`config.mk`:
```
export PLATFORM = sky130hd
export DESIGN_NAME = mem_port_arbiter
export DESIGN_NICKNAME = d
export VERILOG_FILES = /design/src/rtl/mem_port_arbiter_pkg.sv /design/src/rtl/mem_port_arbiter_timer.sv /design/src/rtl/mem_port_arbiter.sv
export SDC_FILE = /design/constraint.sdc
export NUM_CORES = 1
export LEC_CHECK = 0
export CORE_ASPECT_RATIO = 1.25
export CORE_UTILIZATION = 42
export CTS_BUF_LIST = sky130_fd_sc_hd__clkbuf_8
export DETAILED_ROUTE_END_ITERATION = 12
export PLACE_DENSITY = 0.84
export SKIP_CTS_REPAIR_TIMING = 1
export SYNTH_ARGS = -nofsm -noshare
export SYNTH_HDL_FRONTEND = slang
export SYNTH_HIERARCHICAL = 1
export SYNTH_SLANG_ARGS = --single-unit
```
`constraint.sdc`:
```
create_clock -name clk -period 2.2 [get_ports clk]
set_input_delay 0.44 -clock clk [delete_from_list [all_inputs] [get_ports clk]]
set_output_delay 0.44 -clock clk [all_outputs]
set_load 0.02 [all_outputs]
```
`src/rtl/mem_port_arbiter_pkg.sv`:
```
// Shared definitions for the unified-memory port arbiter: data/address widths,
// default memory latency, FSM state encoding, grant ids and a small helper.
package mem_port_arbiter_pkg;

    localparam int DEF_WORD_LEN     = 32;
    localparam int DEF_MEM_ADDR_LEN = 32;
    localparam int DEF_MEM_LATENCY  = 2;

    // Both the latency counter and the data-streak counter fit in 4 bits
    // because their legal ranges stop at 15.
    localparam int CNT_W = 4;

    typedef enum logic [1:0] {
        IDLE  = 2'd0,
        ISSUE = 2'd1,
        WAIT  = 2'd2,
        RESP  = 2'd3
    } arb_state_t;

    typedef enum logic {
        GNT_IF   = 1'b0,
        GNT_DATA = 1'b1
    } grant_t;

    // Increment that sticks at all-ones instead of wrapping.
    function automatic logic [CNT_W-1:0] sat_inc(input logic [CNT_W-1:0] v);
        return (v == '1) ? v : v + 1'b1;
    endfunction

endpackage

```
`src/rtl/mem_port_arbiter_timer.sv`:
```
// Loadable down-counter used to time the WAIT phase of a memory access.
// done is high whenever the count has reached zero.
module mem_latency_timer
    import mem_port_arbiter_pkg::*;
#(
    parameter int W = CNT_W
) (
    input  logic         clk,
    input  logic         rst,
    input  logic         load,
    input  logic [W-1:0] load_val,
    input  logic         en,
    output logic         done
);

    logic [W-1:0] count;

    // Load has priority; otherwise count down while enabled, holding at zero.
    always_ff @(posedge clk) begin
        if (!rst) begin
            count <= '0;
        end else if (load) begin
            count <= load_val;
        end else if (en && (count != '0)) begin
            count <= count - 1'b1;
        end
    end

    assign done = (count == '0);

endmodule

```
`src/rtl/mem_port_arbiter.sv`:
```
// Arbiter sharing one single-port memory between instruction fetch and the
// data-memory stage. One access is in flight at a time; each access walks
// IDLE -> ISSUE -> WAIT (MEM_LATENCY cycles) -> RESP. Data wins arbitration
// unless it has already taken MAX_DATA_STREAK consecutive grants while a
// fetch was waiting.
module mem_port_arbiter
    import mem_port_arbiter_pkg::*;
#(
    parameter int WORD_LEN        = DEF_WORD_LEN,
    parameter int ADDR_LEN        = DEF_MEM_ADDR_LEN,
    parameter int MEM_LATENCY     = DEF_MEM_LATENCY,
    parameter int MAX_DATA_STREAK = 4
) (
    input  logic                clk,
    input  logic                rst,
    input  logic                if_req,
    input  logic [ADDR_LEN-1:0] if_addr,
    output logic [WORD_LEN-1:0] if_rdata,
    output logic                if_ready,
    input  logic                mem_req,
    input  logic                mem_we,
    input  logic [ADDR_LEN-1:0] mem_addr,
    input  logic [WORD_LEN-1:0] mem_wdata,
    output logic [WORD_LEN-1:0] mem_rdata,
    output logic                mem_ready,
    output logic                ram_en,
    output logic                ram_we,
    output logic [ADDR_LEN-1:0] ram_addr,
    output logic [WORD_LEN-1:0] ram_wdata,
    input  logic [WORD_LEN-1:0] ram_rdata,
    output logic                freeze
);

    // The timer is loaded with MEM_LATENCY-1 so that it reads zero in the
    // last of the MEM_LATENCY WAIT cycles.
    localparam logic [CNT_W-1:0] LAT_LOAD   = CNT_W'(MEM_LATENCY - 1);
    localparam logic [CNT_W-1:0] MAX_STREAK = CNT_W'(MAX_DATA_STREAK);

    arb_state_t       state;
    arb_state_t       state_nxt;
    grant_t           gnt;
    logic             gnt_we;
    logic [CNT_W-1:0] streak;
    logic             arb_data;
    logic             arb_if;
    logic             timer_done;
    logic             last_wait;

    mem_latency_timer #(
        .W(CNT_W)
    ) u_timer (
        .clk     (clk),
        .rst     (rst),
        .load    (state == ISSUE),
        .load_val(LAT_LOAD),
        .en      (state == WAIT),
        .done    (timer_done)
    );

    assign last_wait = (state == WAIT) && timer_done;

    // State register.
    always_ff @(posedge clk) begin
        if (!rst) begin
            state <= IDLE;
        end else begin
            state <= state_nxt;
        end
    end

    // Next-state logic and the IDLE arbitration decision.
    always_comb begin
        state_nxt = state;
        arb_data  = 1'b0;
        arb_if    = 1'b0;
        case (state)
            IDLE: begin
                if (mem_req && (!if_req || (streak < MAX_STREAK))) begin
                    arb_data = 1'b1;
                end else if (if_req) begin
                    arb_if = 1'b1;
                end
                if (arb_data || arb_if) begin
                    state_nxt = ISSUE;
                end
            end
            ISSUE:   state_nxt = WAIT;
            WAIT:    state_nxt = timer_done ? RESP : WAIT;
            RESP:    state_nxt = IDLE;
            default: state_nxt = IDLE;
        endcase
    end

    // Data-streak counter: counts data grants that made a waiting fetch wait.
    always_ff @(posedge clk) begin
        if (!rst) begin
            streak <= '0;
        end else if (arb_data) begin
            streak <= if_req ? sat_inc(streak) : '0;
        end else if (arb_if) begin
            streak <= '0;
        end
    end

    // Latch the winner's request at grant; strobe the memory in the ISSUE cycle.
    always_ff @(posedge clk) begin
        if (!rst) begin
            gnt       <= GNT_IF;
            gnt_we    <= 1'b0;
            ram_addr  <= '0;
            ram_wdata <= '0;
            ram_en    <= 1'b0;
            ram_we    <= 1'b0;
        end else begin
            ram_en <= arb_data || arb_if;
            ram_we <= arb_data && mem_we;
            if (arb_data) begin
                gnt       <= GNT_DATA;
                gnt_we    <= mem_we;
                ram_addr  <= mem_addr;
                ram_wdata <= mem_wdata;
            end else if (arb_if) begin
                gnt       <= GNT_IF;
                gnt_we    <= 1'b0;
                ram_addr  <= if_addr;
                ram_wdata <= '0;
            end
        end
    end

    // Capture read data at the end of WAIT and pulse the owner's ready in RESP.
    always_ff @(posedge clk) begin
        if (!rst) begin
            if_ready  <= 1'b0;
            mem_ready <= 1'b0;
            if_rdata  <= '0;
            mem_rdata <= '0;
        end else begin
            if_ready  <= last_wait && (gnt == GNT_IF);
            mem_ready <= last_wait && (gnt == GNT_DATA);
            if (last_wait && !gnt_we) begin
                if (gnt == GNT_DATA) begin
                    mem_rdata <= ram_rdata;
                end else begin
                    if_rdata <= ram_rdata;
                end
            end
        end
    end

    assign freeze = (if_req && !if_ready) || (mem_req && !mem_ready);

    // The two completion pulses are mutually exclusive.
    always_ff @(posedge clk) begin
        if (rst) begin
            assert (!(if_ready && mem_ready));
        end
    end

    // The memory strobe only ever appears in the ISSUE state.
    always_ff @(posedge clk) begin
        if (rst) begin
            assert (!ram_en || (state == ISSUE));
        end
    end

endmodule

```
==> results.sh, run 1 <==
export IMPL_status="finished clean"
export IMPL_instances_no_fill=1057
export IMPL_path_cells="inv_1 > ha_1 > or3b_4 > clkinv_2 > and4b_1 > buf_12 > nand2_1 > a21boi_0"
export IMPL_seqCellArea_mm2=0.002883
export IMPL_initialDrtViolationCount=249
export IMPL_final_setup_viol_count=0
export IMPL_synth_top_area_share=0.5162
export IMPL_cts_tree="built"
export IMPL_grt_pass1_wl_mm=25.41
export IMPL_hold_viol=0
export IMPL_clkTransAtPathRegs_ns=0.08
export IMPL_num_rows=46
export IMPL_maxSlewViolCount=0
export IMPL_crit_fanout=32
export IMPL_syn_avg_cell_area_um2=8.906
export IMPL_die_w_um=105.1
export IMPL_grtUsageTotal=0.2349
export IMPL_ys_warnings_count=6
export IMPL_cts_htree_levels=4
export IMPL_start_util=0.4351
export IMPL_fin_tns_setup_ns=0
export IMPL_netlist_top_cells_area="dfxtp_1 52%, nand2_1 9.0%, a21boi_0 8.2%"
export IMPL_period_minus_slack_ns=1.975
export IMPL_dieHeight_um=130.9
export IMPL_cp_slowest_stage_delay_ns=0.41
export IMPL_antenna_found_initial=0
export IMPL_cts_made_buffers=17
export IMPL_clk_latency_ns=0.43
export IMPL_use_met3=0.06399
export IMPL_nets=1015
export IMPL_cp_slowest_cell="or3b_4"
export IMPL_drcViolationCount=0
export IMPL_crit_start="u_timer/count[0]$_SDFFE_PN0P_"
export IMPL_multiInputGateArea_mm2=0.002419
export IMPL_ir_worst_vdd_mv=0.7018
export IMPL_p_leak_nw=3.177
export IMPL_grt_ovfl_total=0
export IMPL_worstPathRequired_ns=2.55
export IMPL_worst_clock_skew_ns=0.01274
export IMPL_crit_arrival_ns=2.32
export IMPL_dp_hpwl_mm=11.07
export IMPL_postRouteAntennaNets=0
export IMPL_endpoint="mem_rdata[12]$_SDFFE_PN0P_"
export IMPL_reg2reg_setup_slack_ns=0.22
export IMPL_regToRegStartpoint="u_timer/count[0]$_SDFFE_PN0P_"
export IMPL_ys_seq_area_frac=0.5162
export IMPL_ys_flop_type="dfxtp_1"
export IMPL_start_kind="flop"
export IMPL_fin_crit_sh=0.8979
export IMPL_grt_pass1_vias=5145
export IMPL_fin_area_mm2=0.008817
export IMPL_vias=5362
export IMPL_use_met2=0.4293
export IMPL_die_area_mm2=0.01376
export IMPL_routed_wl_mm=16.31
export IMPL_synth_distinct_cells=44
export IMPL_endpoint_kind="flop"
export IMPL_clock_sinks=144
export IMPL_syn_cell_area_mm2=0.005584
export IMPL_top_usage_layer="met2"
export IMPL_placed_cells=1025
export IMPL_yosysTopAreaCell="dfxtp_1"
export IMPL_clockRootBuffer="clkbuf_8"
export IMPL_ys_ff_latch=144
export IMPL_io_pins=266
export IMPL_clockBufferDepth=2
export IMPL_worst_path_buf_inv=3
export IMPL_grt_max_degree=88
export IMPL_power_density_mw_per_mm2=1079
export IMPL_fin_total_pwr_mw=9.517
export IMPL_rsz0062_at_grt="no"
export IMPL_synth_edf_count=0
export IMPL_worst_r2r_cell_count=8
export IMPL_vias_per_cell=5.073
export IMPL_path_class="reg -> reg"
export IMPL_use_met1=0.2658
export IMPL_coreArea_mm2=0.01283
export IMPL_rr_endpoint="mem_rdata[12]$_SDFFE_PN0P_"
export IMPL_drt_pass1_iterations=4
export IMPL_cp_top_family="simple AND/OR/NAND/NOR gates"
export IMPL_synthToLayoutAreaGrowth_pct=57.90
export IMPL_fmax_mhz=506.2
export IMPL_final_core_util=0.6870
export IMPL_cap_violations=0
export IMPL_diodes=0
export IMPL_synthesis_instances=627
export IMPL_drive_gt1_frac=0.06524
export IMPL_gp_congestion=0.7993
export IMPL_fill_cells=1017
export IMPL_post_dp_cell_area_mm2=0.008377
export IMPL_path_depth=8
export IMPL_holdCritPathClass="in -> reg"
export IMPL_portBuffers=265
export IMPL_async_flop_share=0
export IMPL_wl_per_cell_um=15.43
## sequential cells by signal, summed over array words and instances (netlist names)
signal and count:
mem_rdata 32, streak 4, state 2, ram_en 1, mem_ready 1, ram_wdata 32
ram_we 1, if_rdata 32, if_ready 1, u_timer/count 4, gnt_we 1, gnt 1
ram_addr 32
## cell usage in the layout (no fill, tap or decap), types with 5 or more instances in the layout
cell             Yosys  layout
a21oi_1             35      35
dfxtp_1            144     144
ha_1                 6       6
nor2_1               6       6
a21boi_1             5       5
nand2_1            134     134
o21ai_0             65      65
inv_1               10      12
a31oi_1             32      32
clkbuf_8             0      18
a21boi_0            61      61
a22o_1              32      32
buf_4                0      14
clkdlybuf4s50_1      0     263
## logic make-up (layout without fill, tap and decap cells)
logic type	count (synthesis)	after routing	share of synthesized area
muxes	2	2	0.003585
buffers and inverters	65	325	0.05332
and+or+nand+nor	165	165	0.1286
other	2	4	0.001345
adders and majority gates	6	6	0.01344
AOI/OAI and AO/OA	243	243	0.2834
DFF	144	144	0.5162
## how the worst min path moves through the flow
stage | start | to | slack (ns) | depth (start not counted)
2_1_floorplan | streak[1]$_SDFFE_PN0P_ | streak[1]$_SDFFE_PN0P_ | 0.44 | 2
3_3_place_gp | if_rdata[29]$_SDFFE_PN0P_ | if_rdata[29]$_SDFFE_PN0P_ | 0.44 | 2
3_5_place_dp | if_rdata[1]$_SDFFE_PN0P_ | if_rdata[1]$_SDFFE_PN0P_ | 0.45 | 2
4_1_cts | rst | ram_addr[1]$_SDFFE_PN0P_ | 0.37 | 3
5_1_grt | rst | ram_addr[3]$_SDFFE_PN0P_ | 0.40 | 3
6_report | rst | ram_addr[11]$_SDFFE_PN0P_ | 0.40 | 3
## final cells by class
class	count	share of cell area
Tap cell	168	0.02384
Clock inverter	14	0.02185
Timing Repair Buffer	282	0.3201
Inverter	11	0.004825
Multi-Input combinational cell	420	0.2743
Clock buffer	18	0.02810
Sequential cell	144	0.3269
## worst min-delay path, delay by kind of cell
kind,cells,cell delay (ns)
AOI/OAI and AO/OA,2,0.14
buffers and inverters,1,0.19
## Yosys cell counts (2+ instances only)
master	number
ha_1	6
o21a_1	2
a21boi_0	61
a22o_1	32
dfxtp_1	144
conb_1	2
clkbuf_1	31
a31oi_1	32
and2_1	4
nand2_1	134
nor2_1	6
a21o_1	2
nand4b_1	2
and3_1	2
o21ai_0	65
buf_6	4
nand4_1	2
nor2b_1	2
nand3_1	4
a21boi_1	5
inv_1	10
a21oi_1	35
o21ai_1	2
mux2i_1	2
buf_2	17
## through the flow
| step | hold slack, ns | setup WS, ns |
|---|---|---|
| floorplan | 0.4447 | 0.3409 |
| global placement | 0.4417 | 0.2239 |
| detailed placement | 0.4494 | 0.1774 |
| CTS | 0.3745 | 0.2135 |
| global route | 0.3981 | 0.05383 |
| finish | 0.3964 | 0.2246 |
## power breakdown
part           internal [mW]  switching [mW]
clock                   1.26            1.03
combinational           1.72            2.05
sequential              3.15           0.306
total                   6.14            3.38
## metal layers
| layer | wire (µm) | part of all wire | vias up |
|---|---|---|---|
| li1 | - | - | 2681 |
| met1 | 6600 | 0.40 | 2488 |
| met2 | 8599 | 0.53 | 178 |
| met3 | 833 | 0.051 | 15 |
| met4 | 274 | 0.017 | 0 |
| met5 | 0 | 0 | - |
Power figures use the tool's default switching activity.
==> run 2: changes to the inputs <==
ABC_AREA = 1   (was unset)
CORE_UTILIZATION = 43   (was 42)
GPL_TIMING_DRIVEN = 0   (was unset)
PLACE_DENSITY = 0.85   (was 0.84)
==> run 2 against run 1 <==
Net effect: register-to-register slack about the same; utilization shrank 0.22 points; via count is 14% higher; setup slack lost 0.12 ns; synthesized cell count rose by 29%; worst hold slack better by 0.062 ns; final area grew 3.2%; wire length grew 8.3%; clock-buffer cell count unchanged; synthesized area is 4.9% higher; die area rose by 2.4%; sequential share of layout area is 1.0 points lower; critical endpoint is now freeze; largest cell class is now buffers; highest routed layer unchanged.
==> results.sh, run 2 <==
export IMPL_grtUsageTotal=0.2594
export IMPL_placed_cells=1245
export IMPL_layout_common_cells="264 x clkdlybuf4s50_1, 203 x nor2_1, 144 x dfxtp_1"
export IMPL_start_kind="input pin"
export IMPL_crit_start="if_req"
export IMPL_maxSlewHeadroom=0.6435
export IMPL_antenna_found_initial=0
export IMPL_syn_avg_cell_area_um2=7.258
export IMPL_crit_fanout=5
export IMPL_final_core_util=0.6848
export IMPL_drt_pass1_iterations=5
export IMPL_postRouteAntennaNets=0
export IMPL_ys_seq_area_frac=0.4922
export IMPL_coreArea_mm2=0.01329
export IMPL_vias=6102
export IMPL_rr_endpoint="if_rdata[15]$_SDFFE_PN0P_"
export IMPL_initialDrtViolationCount=289
export IMPL_path_cells="clkdlybuf4s50_1 > inv_1 > o22ai_1 > dlymetal6s2s_1"
export IMPL_wl_per_cell_um=13.83
export IMPL_yosysTopAreaCell="dfxtp_1"
export IMPL_whs_endpoint="streak[3]$_SDFFE_PN0P_"
export IMPL_hp_start="streak[3]$_SDFFE_PN0P_"
export IMPL_ir_worst_vdd_mv=0.6460
export IMPL_regToRegStartpoint="u_timer/count[0]$_SDFFE_PN0P_"
export IMPL_power_density_mw_per_mm2=1066
export IMPL_pwr_share_seq=0.362
export IMPL_synthesis_instances=807
export IMPL_final_setup_viol_count=0
export IMPL_maxSlewViolCount=0
export IMPL_dp_worst_setup_slack_ns=-0.3154
export IMPL_grt_pass1_vias=5921
export IMPL_synthToLayoutAreaGrowth_pct=55.39
export IMPL_die_area_mm2=0.01409
export IMPL_cp_top_family="buffers and inverters"
export IMPL_gp_congestion=0.8482
export IMPL_fmax_mhz=476.3
export IMPL_fill_cells=1160
export IMPL_clockRootBuffer="clkbuf_8"
export IMPL_period_minus_slack_ns=2.100
export IMPL_holdCritPathClass="reg -> reg"
export IMPL_cts_htree_levels=4
export IMPL_worst_r2r_cell_count=10
export IMPL_worst_path_buf_inv=3
export IMPL_status="finished clean"
export IMPL_io_pins=266
export IMPL_num_rows=47
export IMPL_clockBufferDepth=2
export IMPL_internal_power_mw=5.922
export IMPL_start_util=0.4407
export IMPL_worst_clock_skew_ns=0.01591
export IMPL_clk_latency_ns=0.44
export IMPL_instances_no_fill=1277
export IMPL_final_common_cell="clkdlybuf4s50_1"
export IMPL_cp_slowest_stage_delay_ns=0.61
export IMPL_synth_distinct_cells=30
export IMPL_netlist_top_cells_area="dfxtp_1 49%, nor2_1 13%, o21ai_0 8.6%"
export IMPL_die_w_um=106.4
export IMPL_cts_tree="built"
export IMPL_cap_violations=0
export IMPL_holdWs_ns=0.4581
export IMPL_hold_viol=0
export IMPL_synthTopCellsByCount="203 x nor2_1, 144 x dfxtp_1, 116 x nand2_1, 101 x o21ai_0, 69 x nand3_1"
export IMPL_async_flop_share=0
export IMPL_diodes=0
export IMPL_grt_max_degree=17
export IMPL_swShare=0.3893
export IMPL_worstPathRequired_ns=1.76
export IMPL_yosysMostFrequentCell="nor2_1"
export IMPL_ys_warnings_count=6
export IMPL_dp_hpwl_mm=13.78
export IMPL_fin_tns_setup_ns=0
export IMPL_fin_crit_sh=0.9544
export IMPL_ys_ff_latch=144
export IMPL_cts_made_buffers=17
export IMPL_p_leak_nw=3.820
export IMPL_path_class="in -> out"
export IMPL_crit_arrival_ns=1.66
export IMPL_clkPwrFrac=0.203
export IMPL_synth_top_area_share=0.4922
export IMPL_synth_edf_count=0
export IMPL_endpoint_kind="primary output"
export IMPL_path_depth=4
export IMPL_drive_gt1_frac=0.07233
export IMPL_drcViolationCount=0
export IMPL_routed_wl_mm=17.67
export IMPL_grt_ovfl_total=0
export IMPL_clkTransAtPathRegs_ns=0.08
export IMPL_timing_hold_worst_path_depth=2
export IMPL_setup_ws_ns=0.1003
export IMPL_ys_flop_type="dfxtp_1"
export IMPL_vias_per_cell=4.778
export IMPL_grt_pass1_wl_mm=28.85
export IMPL_p_comb_frac=0.435
export IMPL_worst_slew_pin_slew_ns=0.5347
export IMPL_reg2reg_setup_slack_ns=0.22
export IMPL_clock_sinks=144
export IMPL_rsz0062_at_grt="no"
export IMPL_syn_cell_area_mm2=0.005857
export IMPL_dieHeight_um=132.5
export IMPL_cp_slowest_cell="clkdlybuf4s50_1"
export IMPL_p_switching_mw=3.776
export IMPL_nets=1232
export IMPL_portBuffers=265
[run 2: cell types whose count changed after synthesis, sizes merged, moves of 35 or more]
cell and change:
inv +43, nand3 +66, o21ai +35, nor2 +200, a21boi -66
[run 2: final cells by class]
type                    count  area [µm²]  area share
clock inverters            14       120.1     0.01320
inverters                  54       203.9     0.02241
flip-flops and latches    144        2883      0.3167
plain buffers              55       309.0     0.03396
multi-input cells         556        2469      0.2712
well taps                 171       214.0     0.02351
repair buffers            265        2655      0.2917
clock buffers              18       247.7     0.02722
[run 2: worst max-delay path by stage]
| stage | endpoint | slack [ns] |
|---|---|---|
| after floorplan | if_rdata[10]$_SDFFE_PN0P_ | 0.67 |
| after global placement | freeze | -0.31 |
| after detailed placement | freeze | -0.32 |
| after CTS | freeze | -0.32 |
| after global routing | freeze | 0.05 |
| final | freeze | 0.10 |
[run 2: worst register-to-register path, cell delays in order (launching register included)]
cell and delay, ns:
dfxtp_1 0.33, inv_1 0.09, ha_1 0.21, nand3_2 0.12, inv_1 0.08, nand2_1 0.10
nor2_1 0.15, nand2_1 0.15, clkbuf_1 0.25, o21ai_0 0.32, nor2_1 0.07
[run 2: kinds of logic (layout without fill, tap and decap cells)]
logic type | after synthesis | after routing | synth area share
compound gates | 147 | 147 | 0.1277
fa+ha+maj | 6 | 6 | 0.01282
xor+xnor | 1 | 1 | 0.001496
simple gates | 398 | 398 | 0.2769
buf+inv | 109 | 406 | 0.08758
other cells | 2 | 4 | 0.001282
flops | 144 | 144 | 0.4922
[run 2: per-stage QoR]
step | power, mW | cell area, µm²
6_report | 9.699 | 9101
5_1_grt | 10.35 | 9101
4_1_cts | 9.776 | 9099
3_5_place_dp | 7.793 | 8731
3_3_place_gp | 7.712 | 8731
2_1_floorplan | 5.974 | 5864
[run 2: power by group through the flow]
stage	registers (mW)	logic, mW	clock network [mW]
2_1_floorplan	4.18	1.79	0
3_3_place_gp	3.54	4.17	0
3_5_place_dp	3.56	4.23	0
4_1_cts	3.51	4.24	2.02
5_1_grt	3.58	4.64	2.13
6_report	3.51	4.22	1.96
[run 2: metal layers]
layer,GRT usage,up-vias,share of wire
li1,-,3140,-
met1,0.2767,2671,0.38
met2,0.4719,258,0.51
met3,0.07586,33,0.078
met4,0.1057,0,0.028
met5,0,-,0
==> run 3: changes to the inputs <==
HOLD_SLACK_MARGIN = 0.02   (was unset)
==> results of run 3 <==
No change in the layout: final DEF, timing and power equal those of run 2.
